File: src/rtl/cmd_feeder_if.sv
// Handshake bundle between the host byte source, cmd_feeder and the CCU command input.
// The master side drives host bytes and ccu_ready; the slave side is cmd_feeder.
interface cmd_feeder_if;
  logic [7:0] host_data;
  logic       host_valid;
  logic       host_ready;
  logic [7:0] cmd;
  logic       cmd_valid;
  logic       ccu_ready;

  modport master (output host_data, host_valid, ccu_ready,
                  input  host_ready, cmd, cmd_valid);
  modport slave  (input  host_data, host_valid, ccu_ready,
                  output host_ready, cmd, cmd_valid);
endinterface

File: src/rtl/cmd_feeder.sv
// Command feeder: FIFO-buffers host bytes, parses P/L commands and paces them onto cmd with NOP fill.
// Optional macro CMD_FEEDER_ERRCNT_EN enables the saturating unknown-opcode counter on err_cnt.
module cmd_feeder #(
  parameter int         DEPTH    = 16,
  parameter logic [7:0] NOP_BYTE = 8'h00,
  parameter int         LFILL    = 5
) (
  input  logic                   clk,
  input  logic                   rst_n,
  cmd_feeder_if.slave            bus,
  output logic                   busy,
  output logic                   err,
  output logic [7:0]             err_cnt,
  output logic [$clog2(DEPTH):0] fifo_level
);
  localparam int         AW       = $clog2(DEPTH);
  localparam logic [AW:0] FULL_LVL = (AW+1)'(DEPTH);
  localparam logic [7:0] OP_P     = 8'd80;
  localparam logic [7:0] OP_L     = 8'd76;
  localparam logic [2:0] FILL_CNT = 3'(LFILL);

  typedef enum logic [2:0] {IDLE, P_OPS, L_OPS1, L_FILL, L_OPS2, L_WAIT} state_e;

  state_e         state_q, state_d;
  logic [2:0]     cnt_q, cnt_d;
  logic [7:0]     cmd_q, cmd_d;
  logic           cmd_valid_q, cmd_valid_d;
  logic           err_q, err_d;
  logic [AW-1:0]  wr_ptr_q, wr_ptr_d, rd_ptr_q, rd_ptr_d;
  logic [AW:0]    level_q, level_d;
  logic [7:0]     mem_q [DEPTH];
  logic           push_s, pop_s, empty_s, host_ready_s, out_free_s;
  logic [7:0]     head_s;
`ifdef CMD_FEEDER_ERRCNT_EN
  logic [7:0]     err_cnt_q, err_cnt_d;
`endif

  // host_ready is forced low while reset is asserted so nothing is admitted during a flush
  assign host_ready_s = rst_n & (level_q != FULL_LVL);
  assign push_s       = bus.host_valid & host_ready_s;
  assign empty_s      = (level_q == {(AW+1){1'b0}});
  assign head_s       = mem_q[rd_ptr_q];
  assign out_free_s   = ~cmd_valid_q | bus.ccu_ready;

  assign bus.host_ready = host_ready_s;
  assign bus.cmd        = cmd_q;
  assign bus.cmd_valid  = cmd_valid_q;
  assign busy           = (state_q != IDLE) | ~empty_s;
  assign err            = err_q;
  assign fifo_level     = level_q;

  // FIFO pointer and occupancy next-state
  always_comb begin
    wr_ptr_d = push_s ? wr_ptr_q + AW'(1) : wr_ptr_q;
    rd_ptr_d = pop_s  ? rd_ptr_q + AW'(1) : rd_ptr_q;
    case ({push_s, pop_s})
      2'b10:   level_d = level_q + (AW+1)'(1);
      2'b01:   level_d = level_q - (AW+1)'(1);
      default: level_d = level_q;
    endcase
  end

  // Parser FSM: decides what loads into the cmd register whenever it is free
  always_comb begin
    state_d = state_q;
    cnt_d   = cnt_q;
    err_d   = err_q;
    pop_s   = 1'b0;
`ifdef CMD_FEEDER_ERRCNT_EN
    err_cnt_d = err_cnt_q;
`endif
    if (out_free_s) begin
      cmd_d       = NOP_BYTE;
      cmd_valid_d = 1'b0;
    end else begin
      cmd_d       = cmd_q;
      cmd_valid_d = cmd_valid_q;
    end
    case (state_q)
      IDLE: begin
        if (bus.ccu_ready && !empty_s) begin
          pop_s = 1'b1;
          if (head_s == OP_P) begin
            cmd_d = head_s; cmd_valid_d = 1'b1; state_d = P_OPS; cnt_d = 3'd3;
          end else if (head_s == OP_L) begin
            cmd_d = head_s; cmd_valid_d = 1'b1; state_d = L_OPS1; cnt_d = 3'd5;
          end else begin
            err_d = 1'b1;
`ifdef CMD_FEEDER_ERRCNT_EN
            err_cnt_d = (err_cnt_q == 8'hFF) ? err_cnt_q : err_cnt_q + 8'd1;
`endif
          end
        end else begin
          pop_s = 1'b0;
        end
      end
      P_OPS, L_OPS1, L_OPS2: begin
        // Operands go straight through; they are never decoded as opcodes
        if (out_free_s && !empty_s) begin
          pop_s       = 1'b1;
          cmd_d       = head_s;
          cmd_valid_d = 1'b1;
          cnt_d       = cnt_q - 3'd1;
          if (cnt_q == 3'd1) begin
            case (state_q)
              P_OPS:   state_d = IDLE;
              L_OPS1:  begin state_d = L_FILL; cnt_d = FILL_CNT; end
              default: state_d = L_WAIT;
            endcase
          end else begin
            state_d = state_q;
          end
        end else begin
          pop_s = 1'b0;
        end
      end
      L_FILL: begin
        if (out_free_s) begin
          cmd_d       = NOP_BYTE;
          cmd_valid_d = 1'b1;
          cnt_d       = cnt_q - 3'd1;
          if (cnt_q == 3'd1) begin
            state_d = L_OPS2; cnt_d = 3'd2;
          end else begin
            state_d = L_FILL;
          end
        end else begin
          state_d = L_FILL;
        end
      end
      L_WAIT: begin
        if (bus.ccu_ready) state_d = IDLE;
        else               state_d = L_WAIT;
      end
      default: state_d = IDLE;
    endcase
  end

  // FIFO storage; contents need no reset because the pointers are flushed
  always_ff @(posedge clk) begin
    if (push_s) mem_q[wr_ptr_q] <= bus.host_data;
  end

  // State, output and FIFO pointer registers with synchronous active-low reset
  always_ff @(posedge clk) begin
    if (!rst_n) begin
      state_q     <= IDLE;
      cnt_q       <= 3'd0;
      cmd_q       <= NOP_BYTE;
      cmd_valid_q <= 1'b0;
      err_q       <= 1'b0;
      wr_ptr_q    <= {AW{1'b0}};
      rd_ptr_q    <= {AW{1'b0}};
      level_q     <= {(AW+1){1'b0}};
    end else begin
      state_q     <= state_d;
      cnt_q       <= cnt_d;
      cmd_q       <= cmd_d;
      cmd_valid_q <= cmd_valid_d;
      err_q       <= err_d;
      wr_ptr_q    <= wr_ptr_d;
      rd_ptr_q    <= rd_ptr_d;
      level_q     <= level_d;
    end
  end

`ifdef CMD_FEEDER_ERRCNT_EN
  // Saturating count of dropped unknown opcodes
  always_ff @(posedge clk) begin
    if (!rst_n) err_cnt_q <= 8'h00;
    else        err_cnt_q <= err_cnt_d;
  end
  assign err_cnt = err_cnt_q;
`else
  assign err_cnt = 8'h00;
`endif
endmodule

File: src/flat_wrapper.sv
// flat-port wrapper written by rule: the top's interface ports become plain ports
module cmd_feeder_flat 
#(
  parameter int         DEPTH    = 16,
  parameter logic [7:0] NOP_BYTE = 8'h00,
  parameter int         LFILL    = 5
)
  (clk, rst_n, busy, err, err_cnt, fifo_level, bus_host_data, bus_host_valid, bus_ccu_ready, bus_host_ready, bus_cmd, bus_cmd_valid);
  cmd_feeder_if bus_i ();
  input  logic clk;
  input  logic rst_n;
  output logic busy;
  output logic err;
  output logic [7:0] err_cnt;
  output logic [$clog2(DEPTH):0] fifo_level;
  input wire logic [$bits(bus_i.host_data)-1:0] bus_host_data;
  input wire logic [$bits(bus_i.host_valid)-1:0] bus_host_valid;
  input wire logic [$bits(bus_i.ccu_ready)-1:0] bus_ccu_ready;
  output wire logic [$bits(bus_i.host_ready)-1:0] bus_host_ready;
  output wire logic [$bits(bus_i.cmd)-1:0] bus_cmd;
  output wire logic [$bits(bus_i.cmd_valid)-1:0] bus_cmd_valid;
  assign bus_i.host_data = bus_host_data;
  assign bus_i.host_valid = bus_host_valid;
  assign bus_i.ccu_ready = bus_ccu_ready;
  assign bus_host_ready = bus_i.host_ready;
  assign bus_cmd = bus_i.cmd;
  assign bus_cmd_valid = bus_i.cmd_valid;
  cmd_feeder #(.DEPTH(DEPTH), .NOP_BYTE(NOP_BYTE), .LFILL(LFILL)) u_core (.clk(clk), .rst_n(rst_n), .bus(bus_i), .busy(busy), .err(err), .err_cnt(err_cnt), .fifo_level(fifo_level));
endmodule
File: config.mk
export PLATFORM = sky130hd
export DESIGN_NAME = cmd_feeder_flat
export DESIGN_NICKNAME = d
export VERILOG_FILES = /design/src/rtl/cmd_feeder_if.sv /design/src/rtl/cmd_feeder.sv /design/src/flat_wrapper.sv
export SDC_FILE = /design/constraint.sdc
export NUM_CORES = 1
export LEC_CHECK = 0
export ABC_CLOCK_PERIOD_IN_PS = 7900
export CAP_MARGIN = 20
export CELL_PAD_IN_SITES_DETAIL_PLACEMENT = 1
export CELL_PAD_IN_SITES_GLOBAL_PLACEMENT = 2
export CORE_UTILIZATION = 45
export DETAILED_ROUTE_END_ITERATION = 6
export PLACE_DENSITY_LB_ADDON = 0.1
export SLEW_MARGIN = 15
export SYNTH_ARGS = -nofsm -noshare
export SYNTH_HDL_FRONTEND = slang
export SYNTH_SLANG_ARGS = --single-unit
File: constraint.sdc
create_clock -name clk -period 7.9 [get_ports clk]
set_input_delay 1.58 -clock clk [delete_from_list [all_inputs] [get_ports clk]]
set_output_delay 1.58 -clock clk [all_outputs]
set_load 0.01 [all_outputs]
==> results.json, run 1 <==
{
  "rsz0062_at_grt": "false",
  "num_vias": 3842,
  "grt_pass1_wl_microns": 23600,
  "drt-initial-drc-count": 215,
  "grt.overflow.total": 0,
  "rr_endpoint": "u_core.state_q[0]$_SDFFE_PN0P_",
  "drt_first_pass_iters": 7,
  "start_util_pct": 46.5,
  "cts_buffer_depth": 2,
  "path_max_fanout": 34,
  "clock_latency_ps": 420,
  "setup.worst_path.end": "bus_host_ready",
  "status": "finished with violations",
  "top_usage_layer": "met2",
  "cp.arrival_ps": 3060,
  "diodes": 0,
  "cts_tree": "built",
  "setup_viol": 0,
  "maxSlewHeadroom_pct": 25.3,
  "slew_viol_final": 0,
  "ys.flop_type": "edfxtp_1",
  "path_class": "input pin to output pin",
  "wl_microns": 15000,
  "required_ps": 6320,
  "track_usage_pct": 20.6,
  "end_kind": "output pin",
  "die_area_sq_um": 15700,
  "leakage_nw": 2.52,
  "yosys.cell_types.count": 58,
  "num-nets-final": 505,
  "worst_pin_slew_ps": 1120,
  "antenna_found_initial": 0,
  "skew_ps": 16.3,
  "cts_setup_buffers": 0,
  "final_hold_viol_count": 0,
  "yosys-top-cells-area": "edfxtp_1, mux4_2, dfxtp_1, a22oi_1, ha_1",
  "syn_to_final_growth_pct": 14.5,
  "met2_usage_pct": 34.6,
  "rrSetupSlack_ps": 4360,
  "cts_resized": 0,
  "vdd.ir_drop.worst_mv": 0.189,
  "final_antenna_net_count": 0,
  "core_area_sq_um": 14700,
  "violations": "design-rule violations",
  "period_minus_slack_ps": 4640,
  "root_buffer": "clkbuf_16",
  "cts.sinks": 161,
  "synth_area_sq_um": 6830,
  "startpoint_type": "input pin",
  "ios": 37,
  "p_per_area_nw_per_um2": 291,
  "htreeDepth": 4,
  "avgSynthCellArea_sq_um": 15.1,
  "ys_seq_elements": 161,
  "syn_inst": 452,
  "dp.final_hpwl_microns": 9910,
  "drive_gt1_share_pct": 14.7,
  "grt_max_degree": 35,
  "clk_pin_slew_ps": 60,
  "drcViolationCount": 8,
  "port_buffers": 28,
  "grt_pass1_vias": 3934,
  "cts.hold.buffers_added": 0,
  "worst_r2r_path_depth": 9,
  "synth_largest_area_cell": "edfxtp_1",
  "vias_per_cell": 5.66,
  "wl_per_cell_microns": 22.0,
  "synth_top_area_share_pct": 56.3,
  "tns_ps": 0,
  "ys_seq_area_share_pct": 65.9,
  "gp_congestion": 0.818,
  "min_path_type": "register to register",
  "use_met3_pct": 4.07,
  "numCtsBuffers": 17,
  "pre_cts_ws_ps": 3250,
  "yosysWarnings": 0,
  "critPathLaunch": "rst_n",
  "rows": 44,
  "layout_setup_ws_ps": 3260,
  "dieWidth_microns": 125,
  "fmaxAchievable_ghz": 0.216,
  "async_reset_ff_share_pct": 0,
  "use_met1_pct": 27.1,
  "cap_viol_max_count": 0,
  "finalCritPeriodShare_pct": 58.7,
  "synth_edf_count": 128,
  "die-height_microns": 125
}
cells in the mapped netlist (4+ instances only):
master and count:
o21ai_1 8, a22oi_1 15, o21ai_0 9, clkbuf_1 12, edfxtp_1 128, dfxtp_1 33
a21oi_1 14, mux2i_1 9, nand2_1 23, and2_1 13, xor2_1 5, nor3_1 6
nor2_1 30, ha_1 9, mux4_2 30, nor2b_1 17, xnor2_1 6, a22o_1 4
o21a_1 4, buf_2 4, nand2b_1 7, inv_1 8, buf_4 9
cells in the final DEF (no fill, tap or decap), drive strengths merged, types with 2 or more instances in the layout:
| cell | instances |
|---|---|
| o31ai | 2 |
| clkinvlp | 3 |
| and2 | 13 |
| conb | 8 |
| nand2 | 23 |
| a22oi | 15 |
| xnor2 | 6 |
| mux4 | 30 |
| or3 | 3 |
| nand2b | 7 |
| o21a | 4 |
| a22o | 4 |
| a21o | 2 |
| a21oi | 14 |
| xor2 | 5 |
| or4 | 2 |
| o21ai | 17 |
| clkdlybuf4s50 | 28 |
| ha | 9 |
| dfxtp | 33 |
| nand4 | 2 |
| nand3 | 2 |
| a31oi | 3 |
| mux2i | 9 |
| buf | 8 |
| clkinv | 4 |
| inv | 11 |
| clkbuf | 19 |
| a21boi | 4 |
| edfxtp | 128 |
| or2 | 3 |
| a221oi | 3 |
| bufinv | 2 |
| a2bb2oi | 2 |
| nor3 | 6 |
| nor3b | 2 |
| nor2 | 30 |
| nor2b | 17 |
kinds of logic after synthesis:
logic type                 after synthesis  share of synthesized area, %
and+or+nand+nor                        113                          8.50
buffers and inverters                   39                          3.13
other                                    1                        0.0549
DFF                                    161                          65.9
AOI/OAI and AO/OA                       78                          7.89
adders and majority gates                9                          1.65
muxes                                   40                          11.4
xor gates and xnor gates                11                          1.41
where the power goes:
group | switching (mW) | internal (mW) | total, mW
clock | 0.332 | 0.466 | 0.798
combinational | 0.268 | 0.225 | 0.493
sequential | 0.0364 | 0.952 | 0.988
total | 0.636 | 1.64 | 2.28
per-stage QoR:
| step | utilization, % | cell area, sq um | hold WS (ps) | total power, mW | std cells |
|---|---|---|---|---|---|
| floorplan | - | 6860 | 468 | 1.35 | 459 |
| finish | 53.2 | 7820 | 460 | 2.28 | 679 |
| detailed placement | 49.3 | 7240 | 453 | 1.51 | 648 |
| CTS | 53.1 | 7810 | 461 | 2.30 | 678 |
| global placement | 49.3 | 7240 | 437 | 1.49 | 648 |
| global route | 53.2 | 7820 | 505 | 2.38 | 679 |
layout make-up:
type                    count  area [sq um]
fillers                  1380          6880
clock buffers              19           433
inverters                   9          35.0
clock inverters            11           134
multi-input cells         259          2140
flip-flops and latches    161          4510
repair buffers             36           344
well taps                 184           230
per-layer routing:
layer | up-vias | wire length, microns
li1 | 1788 | -
met1 | 1976 | 6710
met2 | 71 | 7620
met3 | 7 | 531
met4 | 0 | 108
met5 | - | 0
state kept, by name, indices dropped and copies added, names as in the netlist, named ones only:
name	count
u_core.fifo_level	5
u_core.cnt_q	3
u_core.rd_ptr_q	4
u_core.state_q	3
u_core.bus.cmd	8
u_core.wr_ptr_q	4
u_core.err	1
u_core.mem_q	128
u_core.bus.cmd_valid	1
critical path: stages:
cell and delay [ps]:
clkdlybuf4s50_1 450, buf_4 300, o21a_1 190, clkdlybuf4s50_1 540
worst min-delay path by stage:
stage / from / end / depth (start not counted) / slack [ps]
floorplan: u_core.err$_SDFFE_PN0P_ / u_core.err$_SDFFE_PN0P_ / 2 / 470
global placement: u_core.err$_SDFFE_PN0P_ / u_core.err$_SDFFE_PN0P_ / 2 / 440
detailed placement: u_core.err$_SDFFE_PN0P_ / u_core.err$_SDFFE_PN0P_ / 2 / 450
CTS: u_core.err$_SDFFE_PN0P_ / u_core.err$_SDFFE_PN0P_ / 2 / 460
global route: u_core.err$_SDFFE_PN0P_ / u_core.err$_SDFFE_PN0P_ / 2 / 500
finish: u_core.err$_SDFFE_PN0P_ / u_core.err$_SDFFE_PN0P_ / 2 / 460
Note: power is estimated with default switching activity, not from simulation.
==> run 2: changes to the inputs <==
--- a/config.mk
+++ b/config.mk
@@ -5,11 +5,11 @@
 export SDC_FILE = /design/constraint.sdc
 export NUM_CORES = 1
 export LEC_CHECK = 0
-export ABC_CLOCK_PERIOD_IN_PS = 7900
+export ABC_CLOCK_PERIOD_IN_PS = 4800
 export CAP_MARGIN = 20
 export CELL_PAD_IN_SITES_DETAIL_PLACEMENT = 1
 export CELL_PAD_IN_SITES_GLOBAL_PLACEMENT = 2
-export CORE_UTILIZATION = 45
+export CORE_UTILIZATION = 44
 export DETAILED_ROUTE_END_ITERATION = 6
 export PLACE_DENSITY_LB_ADDON = 0.1
 export SLEW_MARGIN = 15
==> constraint.sdc (replaced) <==
create_clock -name clk -period 4.8 [get_ports clk]
set_input_delay 0.96 -clock clk [delete_from_list [all_inputs] [get_ports clk]]
set_output_delay 0.96 -clock clk [all_outputs]
set_load 0.01 [all_outputs]
==> run 2 against run 1 <==
Net effect:
- the run now ends clean
- clock power up 68%
- register-to-register slack got worse by 3000 ps
- clock skew decreased by 5.7 ps
- cell area up 0.26%
- power grew 67%
- highest routed layer unchanged
- core utilization shrank 1.6 points
==> results.json, run 2 (synthesis gave the netlist of run 1 again) <==
{
  "largest_register": "u_core.mem_q",
  "final_antenna_net_count": 0,
  "rsz0062_at_grt": "false",
  "fmaxAchievable_ghz": 0.279,
  "final_cells": 683,
  "num-nets-final": 504,
  "grt_pass1_wl_microns": 23400,
  "drt-initial-drc-count": 251,
  "min_path_type": "register to register",
  "dieWidth_microns": 127,
  "cap_viol_max_count": 0,
  "maxSlewHeadroom_pct": 39.4,
  "numCtsBuffers": 17,
  "wl_microns": 15000,
  "cts.hold.buffers_added": 0,
  "finalCritPeriodShare_pct": 74.6,
  "cts.sinks": 161,
  "worst_pin_slew_ps": 900,
  "rows": 45,
  "skew_ps": 10.7,
  "die-height_microns": 127,
  "final_cell_mix": "edfxtp_1, dfxtp_1, nor2_1, mux4_2, clkdlybuf4s50_1",
  "dp.final_hpwl_microns": 10100,
  "cts_buffer_depth": 2,
  "clock_latency_ps": 420,
  "syn_to_final_growth_pct": 14.8,
  "drcViolationCount": 0,
  "port_buffers": 28,
  "tns_ps": 0,
  "cp.arrival_ps": 3900,
  "htreeDepth": 4,
  "leakage_nw": 2.53,
  "path_class": "input pin to register",
  "core_area_sq_um": 15200,
  "vias_per_cell": 5.66,
  "antenna_found_initial": 0,
  "cts_tree": "built",
  "ios": 37,
  "root_buffer": "clkbuf_16",
  "gp_congestion": 0.817,
  "end_kind": "register",
  "drive_gt1_share_pct": 14.9,
  "fillCellCount": 1463,
  "num_vias": 3869,
  "path_max_fanout": 10,
  "clk_pin_slew_ps": 60,
  "wl_per_cell_microns": 21.9,
  "p_per_area_nw_per_um2": 485,
  "cts_resized": 0,
  "grt_pass1_vias": 4116,
  "largest_register_ffs": 128,
  "setup_viol": 0,
  "start_util_pct": 44.9,
  "drt_first_pass_iters": 4,
  "die_area_sq_um": 16000,
  "vdd.ir_drop.worst_mv": 0.298,
  "cts_setup_buffers": 0,
  "period_minus_slack_ps": 3580,
  "diodes": 0,
  "status": "completed",
  "grt.overflow.total": 0,
  "power_mw": 3.80,
  "final_hold_viol_count": 0,
  "dp.cells": 652,
  "track_usage_pct": 20.4,
  "required_ps": 5120,
  "final_common_cell": "edfxtp_1",
  "startpoint_type": "input pin",
  "grt_max_degree": 34,
  "slew_viol_final": 0
}
-- run 2: cell count changes in the layout (fill, tap and decap cells not counted), sizes merged --
cell / before / now
buf: 8 / 7
clkbuf: 19 / 18
clkinvlp: 3 / 2
inv: 11 / 14
-- run 2: worst max-delay path: stages --
cell and delay, ps:
clkdlybuf4s50_1 540, nand2b_1 220, o21ai_1 220, nor2_1 430
ha_1 450, xor2_1 180, ha_1 210, nand2_1 60
nor2_1 120, o21ai_1 80, a31oi_1 180, xnor2_1 80
and2_1 150
-- run 2: stage by stage --
step	hold slack (ps)	area [sq um]	worst slack (ps)	utilization [%]
2_1_floorplan	468	6860	1660	-
3_3_place_gp	436	7260	955	47.8
3_5_place_dp	454	7260	801	47.8
4_1_cts	461	7840	1240	51.6
5_1_grt	495	7840	989	51.6
6_report	452	7840	1220	51.6
-- run 2: layer usage --
metal  wire length, microns  up-vias  global-route usage, %
met5                      0        -                      0
met4                    346        0                   10.1
met3                    524       25                   4.89
met2                   7480       83                   34.4
met1                   6620     1974                   24.7
li1                       -     1787                      -
-- run 2: power breakdown --
| group | total, mW | internal (mW) | switching (mW) |
|---|---|---|---|
| Sequential | 1.63 | 1.57 | 0.0608 |
| Clock | 1.34 | 0.775 | 0.567 |
| Combinational | 0.831 | 0.376 | 0.455 |
-- run 2: layout make-up --
| cell class | instances | area, sq um | share of cell area, % |
|---|---|---|---|
| Tap cell | 188 | 235 | 3.00 |
| Clock inverter | 13 | 151 | 1.93 |
| Sequential cell | 161 | 4510 | 57.5 |
| Clock buffer | 18 | 429 | 5.47 |
| Timing Repair Buffer | 35 | 345 | 4.40 |
| Multi-Input combinational cell | 259 | 2140 | 27.3 |
| Inverter | 9 | 35.0 | 0.447 |
-- run 2: final timing paths --
kind                                start                                end  slack [ps]  depth (start not counted)
setup reg to reg                 register     u_core.state_q[0]$_SDFFE_PN0P_        1410                          9
hold / removal    u_core.err$_SDFFE_PN0P_            u_core.err$_SDFFE_PN0P_         450                          2
setup / recovery            bus_ccu_ready  u_core.fifo_level[4]$_SDFFE_PN0P_        1220                         13
hold reg to reg   u_core.err$_SDFFE_PN0P_            u_core.err$_SDFFE_PN0P_         450                          2
==> run 3: changes to the inputs <==
--- a/config.mk
+++ b/config.mk
@@ -5,11 +5,11 @@
 export SDC_FILE = /design/constraint.sdc
 export NUM_CORES = 1
 export LEC_CHECK = 0
-export ABC_CLOCK_PERIOD_IN_PS = 4800
+export ABC_CLOCK_PERIOD_IN_PS = 3050
 export CAP_MARGIN = 20
 export CELL_PAD_IN_SITES_DETAIL_PLACEMENT = 1
 export CELL_PAD_IN_SITES_GLOBAL_PLACEMENT = 2
-export CORE_UTILIZATION = 44
+export CORE_UTILIZATION = 39
 export DETAILED_ROUTE_END_ITERATION = 6
 export PLACE_DENSITY_LB_ADDON = 0.1
 export SLEW_MARGIN = 15
==> constraint.sdc (replaced) <==
create_clock -name clk -period 3.05 [get_ports clk]
set_input_delay 0.61 -clock clk [delete_from_list [all_inputs] [get_ports clk]]
set_output_delay 0.61 -clock clk [all_outputs]
set_load 0.01 [all_outputs]
==> run 3 against run 2 <==
Net effect:
- final cell count up 11%
- die area up 13%
- combinational power up 74%
- non-clock buffer count up 35
- power up 65%
- global-route usage down 1.0 points
- clock-buffer cell count down 1
- first-iteration DRC count down 2.4%
- critical endpoint is now u_core.cnt_q[0]$_SDFFE_PN0P_
==> results.json, run 3 (synthesis gave the netlist of run 1 again) <==
{
  "status": "completed",
  "fmaxAchievable_ghz": 0.345,
  "rr_endpoint": "u_core.cnt_q[0]$_SDFFE_PN0P_",
  "final_cells": 756,
  "p_per_area_nw_per_um2": 758,
  "clk_pin_slew_ps": 70,
  "grt.overflow.total": 0,
  "final_cell_mix": "edfxtp_1, buf_4, dfxtp_1",
  "wl_microns": 16200,
  "vdd.ir_drop.worst_mv": 0.618,
  "cts_tree": "built",
  "largest_register": "u_core.mem_q",
  "slew_viol_final": 0,
  "end_kind": "register",
  "whs_ps": 461,
  "wl_per_cell_microns": 21.4,
  "numCtsBuffers": 17,
  "ios": 37,
  "root_buffer": "clkbuf_16",
  "drt-initial-drc-count": 245,
  "antenna_found_initial": 0,
  "grt_pass1_vias": 4208,
  "dieWidth_microns": 134,
  "largest_register_ffs": 128,
  "worst_r2r_path_depth": 9,
  "hold_path_depth": 2,
  "required_ps": 3380,
  "core_area_sq_um": 17200,
  "diodes": 0,
  "grt_max_degree": 34,
  "port_buffers": 28,
  "setup.worst_path.end": "u_core.cnt_q[0]$_SDFFE_PN0P_",
  "setup_viol": 0,
  "power_mw": 6.25,
  "cts_buffer_depth": 2,
  "finalCritPeriodShare_pct": 94.9,
  "final_antenna_net_count": 0,
  "final_hold_viol_count": 0,
  "num-nets-final": 539,
  "maxSlewHeadroom_pct": 50.4,
  "path_class": "register to register",
  "path_max_fanout": 10,
  "drcViolationCount": 0,
  "startpoint_type": "register",
  "dp.final_hpwl_microns": 10900,
  "die-height_microns": 134,
  "final_common_cell": "edfxtp_1",
  "die_area_sq_um": 18000,
  "start_util_pct": 39.8,
  "worst_pin_slew_ps": 743,
  "rows": 48,
  "drive_gt1_share_pct": 21.1,
  "syn_to_final_growth_pct": 20.7,
  "cts.sinks": 161,
  "min_path_type": "register to register",
  "leakage_nw": 2.75,
  "cp.arrival_ps": 3220,
  "rsz0062_at_grt": "false",
  "period_minus_slack_ps": 2900,
  "fin_util_pct": 48.0,
  "grt_pass1_wl_microns": 25000,
  "track_usage_pct": 19.4,
  "num_vias": 3994,
  "clock_latency_ps": 430,
  "vias_per_cell": 5.28,
  "dp.cells": 724,
  "htreeDepth": 4,
  "rrSetupSlack_ps": 150,
  "cap_viol_max_count": 0,
  "drt_first_pass_iters": 4,
  "skew_ps": 12.0,
  "tns_ps": 0,
  "gp_congestion": 0.764
}
-- run 3: power by group --
group	total [mW]	internal, mW	leakage, nW	switching, mW
logic	1.45	0.709	1.02	0.737
clock network	2.25	1.26	0.307	0.986
registers	2.56	2.46	1.42	0.0937
-- run 3: cell type report --
cell class | count | area, sq um
flip-flops and latches | 161 | 4510
fillers | 1701 | 8930
repair buffers | 70 | 646
clock inverters | 15 | 208
inverters | 9 | 35.0
clock buffers | 17 | 425
multi-input cells | 259 | 2140
well taps | 225 | 282
-- run 3: how the worst min path moves through the flow --
stage                                         end                    start  slack, ps
final                     u_core.err$_SDFFE_PN0P_  u_core.err$_SDFFE_PN0P_        460
after global routing      u_core.err$_SDFFE_PN0P_  u_core.err$_SDFFE_PN0P_        520
after CTS                 u_core.err$_SDFFE_PN0P_  u_core.err$_SDFFE_PN0P_        460
after detailed placement  u_core.err$_SDFFE_PN0P_  u_core.err$_SDFFE_PN0P_        450
after global placement    u_core.err$_SDFFE_PN0P_  u_core.err$_SDFFE_PN0P_        440
after floorplan           u_core.err$_SDFFE_PN0P_  u_core.err$_SDFFE_PN0P_        470
-- run 3: metrics by stage --
step / cell area, sq um / setup slack [ps]
5_1_grt: 8240 / 17.8
3_3_place_gp: 7610 / 98.9
2_1_floorplan: 6860 / 55.6
6_report: 8240 / 155
3_5_place_dp: 7610 / 85.5
4_1_cts: 8240 / 129
-- run 3: metal layers --
metal / up-vias / GRT usage [%] / wire [microns] / part of all wire (%)
li1: 1849 / - / - / -
met1: 2061 / 25.0 / 7330 / 45
met2: 71 / 32.7 / 8200 / 51
met3: 13 / 4.65 / 520 / 3.2
met4: 0 / 5.43 / 144 / 0.89
met5: - / 0 / 0 / 0
-- run 3: worst max-delay path: stages, from the launching register on --
cell and delay [ps]:
dfxtp_2 390, buf_12 170, mux4_2 500, a22oi_1 250, nand2_1 130, or3_4 350
or4_4 530, o22ai_4 190, mux2i_1 210, nor2b_1 60
-- run 3: repair_timing --
action | CTS | global route
gates resized for setup | 0 | 1
endpoints found under the setup margin | 0 | 2
hold endpoints to repair | 0 | 0
buffers inserted | 0 | 0
hold buffers | 0 | 0
